## config.mk

```make
export PLATFORM = sky130hd
export DESIGN_NAME = twiddle_mul1
export DESIGN_NICKNAME = d
export VERILOG_FILES = /design/src/rtl/twiddle_mul1.sv
export SDC_FILE = /design/constraint.sdc
export NUM_CORES = 2
export LEC_CHECK = 0
export ABC_AREA = 1
export CAP_MARGIN = 15
export CELL_PAD_IN_SITES_DETAIL_PLACEMENT = 1
export CELL_PAD_IN_SITES_GLOBAL_PLACEMENT = 1
export CORE_MARGIN = 4
export CORE_UTILIZATION = 25
export CTS_BUF_LIST = sky130_fd_sc_hd__clkbuf_4
export DETAILED_ROUTE_END_ITERATION = 10
export PLACE_DENSITY_LB_ADDON = 0.08
export SLEW_MARGIN = 25
export SYNTH_ARGS = -nofsm -noshare
export SYNTH_HDL_FRONTEND = slang
export SYNTH_SLANG_ARGS = --single-unit
```

## constraint.sdc

```tcl
create_clock -name clk -period 9 [get_ports clk]
set_clock_uncertainty 0.1 [all_clocks]
set_input_delay 2.25 -clock clk [delete_from_list [all_inputs] [get_ports clk]]
set_output_delay 2.25 -clock clk [all_outputs]
set_load 0.01 [all_outputs]
```

## src/rtl/twiddle_mul1.sv

```systemverilog
// twiddle_mul1: W64 twiddle rotator between SDF stage-1 and stage-2, 3-cycle latency.
// Define TW_SAT_EN to saturate the rotated result; otherwise it wraps to WIDTH bits.
module twiddle_mul1 #(
  parameter int WIDTH    = 17,
  parameter int TW_WIDTH = 16
) (
  input  logic             clk,
  input  logic             rst_n,
  input  logic             in_valid,
  input  logic             frame_start,
  input  logic [WIDTH-1:0] data_in_re,
  input  logic [WIDTH-1:0] data_in_im,
  output logic             out_valid,
  output logic             out_sof,
  output logic [WIDTH-1:0] data_out_re,
  output logic [WIDTH-1:0] data_out_im
);
  localparam int PW = WIDTH + TW_WIDTH;
  localparam int SW = PW + 1;
  localparam logic signed [SW-1:0] HALF = SW'(16384);
`ifdef TW_SAT_EN
  localparam logic signed [SW-1:0] MAXV = SW'((1 << (WIDTH-1)) - 1);
  localparam logic signed [SW-1:0] MINV = ~MAXV;
  function automatic logic [WIDTH-1:0] sat(input logic signed [SW-1:0] x);
    return x > MAXV ? MAXV[WIDTH-1:0] : x < MINV ? MINV[WIDTH-1:0] : x[WIDTH-1:0];
  endfunction
`endif
  logic [5:0] idx_q, idx_d, cur;
  logic rot;
  logic signed [TW_WIDTH-1:0] tc, td;
  logic signed [WIDTH-1:0] a_q, b_q, a2_q, b2_q;
  logic signed [TW_WIDTH-1:0] c_q, d_q;
  logic rot1_q, v1_q, s1_q, rot2_q, v2_q, s2_q;
  logic signed [PW-1:0] ac_q, bd_q, ad_q, bc_q;
  logic signed [SW-1:0] re_s, im_s;
  logic [WIDTH-1:0] re_o, im_o, ore_q, oim_q;
  logic ov_q, os_q;
  // sample index: frame_start forces index 0, otherwise count valid samples
  always_comb begin
    cur = frame_start ? 6'd0 : idx_q;
    idx_d = in_valid ? cur + 6'd1 : idx_q;
    rot = cur[5] && (cur[4:0] != 5'd0);
  end
  // W64^n coefficients in Q1.15: c = cos, d = -sin
  always_comb begin
    case (cur[4:0])
      5'd1:    {tc, td} = {16'sd32609, -16'sd3212};
      5'd2:    {tc, td} = {16'sd32137, -16'sd6393};
      5'd3:    {tc, td} = {16'sd31356, -16'sd9512};
      5'd4:    {tc, td} = {16'sd30273, -16'sd12540};
      5'd5:    {tc, td} = {16'sd28898, -16'sd15447};
      5'd6:    {tc, td} = {16'sd27245, -16'sd18205};
      5'd7:    {tc, td} = {16'sd25329, -16'sd20788};
      5'd8:    {tc, td} = {16'sd23170, -16'sd23170};
      5'd9:    {tc, td} = {16'sd20787, -16'sd25330};
      5'd10:   {tc, td} = {16'sd18204, -16'sd27246};
      5'd11:   {tc, td} = {16'sd15446, -16'sd28899};
      5'd12:   {tc, td} = {16'sd12539, -16'sd30274};
      5'd13:   {tc, td} = {16'sd9512,  -16'sd31357};
      5'd14:   {tc, td} = {16'sd6393,  -16'sd32138};
      5'd15:   {tc, td} = {16'sd3212,  -16'sd32610};
      5'd16:   {tc, td} = {16'sd0,     16'sh8000};
      5'd17:   {tc, td} = {-16'sd3212,  -16'sd32610};
      5'd18:   {tc, td} = {-16'sd6393,  -16'sd32138};
      5'd19:   {tc, td} = {-16'sd9512,  -16'sd31357};
      5'd20:   {tc, td} = {-16'sd12539, -16'sd30274};
      5'd21:   {tc, td} = {-16'sd15446, -16'sd28899};
      5'd22:   {tc, td} = {-16'sd18204, -16'sd27246};
      5'd23:   {tc, td} = {-16'sd20787, -16'sd25330};
      5'd24:   {tc, td} = {-16'sd23170, -16'sd23170};
      5'd25:   {tc, td} = {-16'sd25329, -16'sd20788};
      5'd26:   {tc, td} = {-16'sd27245, -16'sd18205};
      5'd27:   {tc, td} = {-16'sd28898, -16'sd15447};
      5'd28:   {tc, td} = {-16'sd30273, -16'sd12540};
      5'd29:   {tc, td} = {-16'sd31356, -16'sd9512};
      5'd30:   {tc, td} = {-16'sd32137, -16'sd6393};
      5'd31:   {tc, td} = {-16'sd32609, -16'sd3212};
      default: {tc, td} = {16'sd32767, 16'sd0};
    endcase
  end
  // S3 combine: complex sum, round half up, then saturate or wrap
  always_comb begin
    re_s = ac_q - bd_q;
    im_s = ad_q + bc_q;
`ifdef TW_SAT_EN
    re_o = sat((re_s + HALF) >>> 15);
    im_o = sat((im_s + HALF) >>> 15);
`else
    re_o = WIDTH'((re_s + HALF) >>> 15);
    im_o = WIDTH'((im_s + HALF) >>> 15);
`endif
  end
  // index counter and the three pipeline stages, bypass path delay-matched
  always_ff @(posedge clk or negedge rst_n) begin
    if (!rst_n) begin
      idx_q <= '0;
      {a_q, b_q, c_q, d_q, rot1_q, v1_q, s1_q} <= '0;
      {ac_q, bd_q, ad_q, bc_q, a2_q, b2_q, rot2_q, v2_q, s2_q} <= '0;
      {ore_q, oim_q, ov_q, os_q} <= '0;
    end else begin
      idx_q <= idx_d;
      a_q <= data_in_re;
      b_q <= data_in_im;
      c_q <= tc;
      d_q <= td;
      rot1_q <= rot;
      v1_q <= in_valid;
      s1_q <= in_valid && frame_start;
      ac_q <= a_q * c_q;
      bd_q <= b_q * d_q;
      ad_q <= a_q * d_q;
      bc_q <= b_q * c_q;
      a2_q <= a_q;
      b2_q <= b_q;
      rot2_q <= rot1_q;
      v2_q <= v1_q;
      s2_q <= s1_q;
      ore_q <= rot2_q ? re_o : a2_q;
      oim_q <= rot2_q ? im_o : b2_q;
      ov_q <= v2_q;
      os_q <= s2_q;
    end
  end
  assign data_out_re = ore_q;
  assign data_out_im = oim_q;
  assign out_valid = ov_q;
  assign out_sof = os_q;
endmodule

```

==> summary.md <==
| Metric | Value |
|---|---|
| Run status | `finished, final reports clean` |
| Area Overhead vs Synth | `9.60%` |
| TritonCTS clock tree | `yes` |
| Setup Crit Path Kind | `reg2reg` |
| Unrepaired setup endpoints after global routing | `no` |
| Share of layout cells above drive strength 1 | `0.0343` |
| Tot GR Track Use | `0.184` |
| Hold-fix buffers, CTS | `0` |
| Post-route ant nets | `0` |
| Syn Nets | `8982` |
| Core Area | `0.227 sq mm` |
| GR Overflow Total | `0` |
| Final wirelength | `213000 um` |
| Crit end category | `register` |
| First-pass GRT wire length | `328000 um` |
| Initial antenna violation count | `13` |
| Root Buffer | `clkbuf_4` |
| Residual DRC | `0` |
| Sequential share of the synthesized area | `0.121` |
| Syn. warnings | `0` |
| CP max FO | `16` |
| Buffers on Ports | `between 70 and 80` |
| Nets@finish | `8991` |
| Wire length per cell | `just over 20 um` |
| Mapped Area | `between 0.05 and 0.06 sq mm` |
| H-tree depth | `3` |
| Slew HR | `0.282` |
| Setup Buffers After CTS | `0` |
| Slew Limit Fails | `0` |
| Post-synthesis area per instance | `a little under 8 sq um` |
| Die Area | `0.236 sq mm` |
| Initial Util | `0.251` |
| Avg Vias per Cell | `4.29` |
| Ys flop type | `dfrtp_1` |
| Final hold vios | `0` |
| Rows | `175` |
| Number of synthesized flops with an enable pin | `0` |
| CTS Buffer Depth | `3` |
| CP Launch Type | `register` |
| # IOs | `74` |
| Maxcap violations | `0` |
| Most frequent cells in the layout | `inv_1 (2130), nand2_1 (2053), fa_1 (1080)` |
| Vias in the first global route | `slightly above 50k` |
| Pin count of the biggest net entering global routing | `around 120` |
| Worst path arrival time | `7.57 ns` |
| DR pass1 iterations | `5` |
| Setup TNS | `0 ns` |
| Yosys reg bits | `276` |
| Fill cell count | `27.4k` |
| CTS clk-pin slew, worst paths | `about 0.07 ns` |
| Area leader, netlist | `fa_1` |
| Worst-margin pin slew | `1.08 ns` |
| Final setup vio count | `0` |
| PostCTS Resize Cnt | `0` |
| Tightest Hold Check Type | `reg2reg` |
| Final min period | `~6.8 ns` |
| CTS Sinks | `276` |
| Synth unique cells | `50` |
| Fin crit share | `0.753` |
| CP required | `9.80 ns` |
| Yosys top cell area share | `0.378` |
| Most common cell after layout, fill and taps aside | `inv_1` |
| Die Wd | `486 um` |
| Inserted Clock Buffers | `96` |
| Worst skew pair latency | `1.10 ns` |
| Iter 0 DRT Violations | `around 1.8k` |
| Vias | `45.1k` |
| Die H | `486 um` |
| Synth top area cells | `fa_1 (38%), inv_1 (14%), nand2_1 (13%)` |
| Post-synthesis async set-or-reset flop share | `1.00` |
| FMAX | `148 MHz` |
| Gpl congestion | `0.823` |
| Placed wire-length estimate | `175000 um` |
| Synth Instances | `7406` |
-- final cells by class --
class	instances	area (sq um)	share of cell area
timing repair buffer	158	1410	0.0225
sequential	276	6910	0.110
inverter	2136	8020	0.128
multi-input combinational	4747	41300	0.659
clock buffer	127	953	0.0152
clock inverter	50	267	0.00425
tap	3009	3760	0.0601
antenna	9	22.5	0.000359
-- cell families (layout without fill, tap and decap cells) --
logic type	after synthesis	after routing	share of synthesized area
and+or+nand+nor	2721	2721	0.190
buffers and inverters	2383	2471	0.157
adders and majority gates	1538	1538	0.478
AOI/OAI and AO/OA	371	371	0.0364
DFF	276	276	0.121
xor gates and xnor gates	115	115	0.0176
muxes	2	2	0.000350
other	0	9	0
-- state kept, by name (all words and copies together) (netlist names), 6 cells and up --
| signal | count |
|---|---|
| a2_q | 17 |
| a_q | 17 |
| ac_q | 32 |
| ad_q | 32 |
| b2_q | 17 |
| b_q | 17 |
| bc_q | 32 |
| bd_q | 32 |
| c_q | 16 |
| d_q | 16 |
| data_out_im | 17 |
| data_out_re | 17 |
| idx_q | 6 |
-- worst paths after layout --
check,depth (start not counted),endpoint,start,slack (ns)
setup / recovery,20,bc_q[29]$_DFF_PN0_,c_q[15]$_DFF_PN0_,2.23
hold reg to reg,0,rot2_q$_DFF_PN0_,rot1_q$_DFF_PN0_,0.25
max in group asynchronous,2,b_q[11]$_DFF_PN0_,rst_n,6.36
hold / removal,0,rot2_q$_DFF_PN0_,rot1_q$_DFF_PN0_,0.25
setup reg to reg,20,bc_q[29]$_DFF_PN0_,c_q[15]$_DFF_PN0_,2.23
min in group asynchronous,1,v1_q$_DFF_PN0_,rst_n,1.04
-- cell usage after synthesis (3+ instances only) --
| master | count |
|---|---|
| nand3_1 | 218 |
| a21oi_1 | 177 |
| clkbuf_1 | 219 |
| nand2_1 | 2053 |
| o21a_1 | 8 |
| a31oi_1 | 9 |
| xor2_1 | 86 |
| nand4_1 | 43 |
| buf_1 | 21 |
| o21ai_1 | 9 |
| inv_2 | 4 |
| or2_2 | 9 |
| fa_1 | 1080 |
| inv_1 | 2130 |
| a21o_1 | 12 |
| and3_1 | 7 |
| a32oi_1 | 3 |
| o22ai_1 | 8 |
| nor3_1 | 53 |
| ha_1 | 458 |
| o21ai_0 | 92 |
| a21boi_0 | 7 |
| nor4_1 | 5 |
| nand3b_1 | 13 |
| o211ai_1 | 6 |
| buf_2 | 6 |
| and2_1 | 12 |
| o21bai_1 | 31 |
| xnor2_1 | 29 |
| nor2_1 | 300 |
| dfrtp_1 | 276 |
-- worst max-delay path, stage by stage (launching register included) --
cell and delay, ns:
dfrtp_1 0.59, inv_1 0.76, buf_4 0.46, nor2_1 0.10
fa_1 0.55, fa_1 0.44, fa_1 0.51, fa_1 0.43
fa_1 0.50, inv_1 0.05, fa_1 0.49, inv_1 0.04
ha_1 0.43, nand2_1 0.17, nor2_1 0.28, inv_1 0.10
o21ai_1 0.15, nand3_1 0.10, and2_0 0.17, nand3_1 0.07
nand2_1 0.06
-- through the flow --
step / util / cells / setup slack [ns] / cell area (sq um) / hold WS, ns
after CTS: 0.275 / 10500 / 2.12 / 62600 / 0.199
after global placement: 0.270 / 10300 / 2.29 / 61400 / 0.235
after detailed placement: 0.270 / 10300 / 2.21 / 61400 / 0.236
final: 0.275 / 10500 / 2.23 / 62700 / 0.248
after floorplan: - / 7406 / 3.33 / 57200 / 0.231
after global routing: 0.275 / 10500 / 1.75 / 62600 / 0.254
-- layer usage --
layer	track usage	vias up	share of wire
met5	0	-	0.00022
met3	0.0234	210	0.031
met2	0.300	532	0.46
met4	0.0458	6	0.025
li1	-	21300	-
met1	0.259	23100	0.49
Power is left out: the tool's default activity adds up to more than one toggle a clock period on the data nets, which glitch-free logic cannot reach.
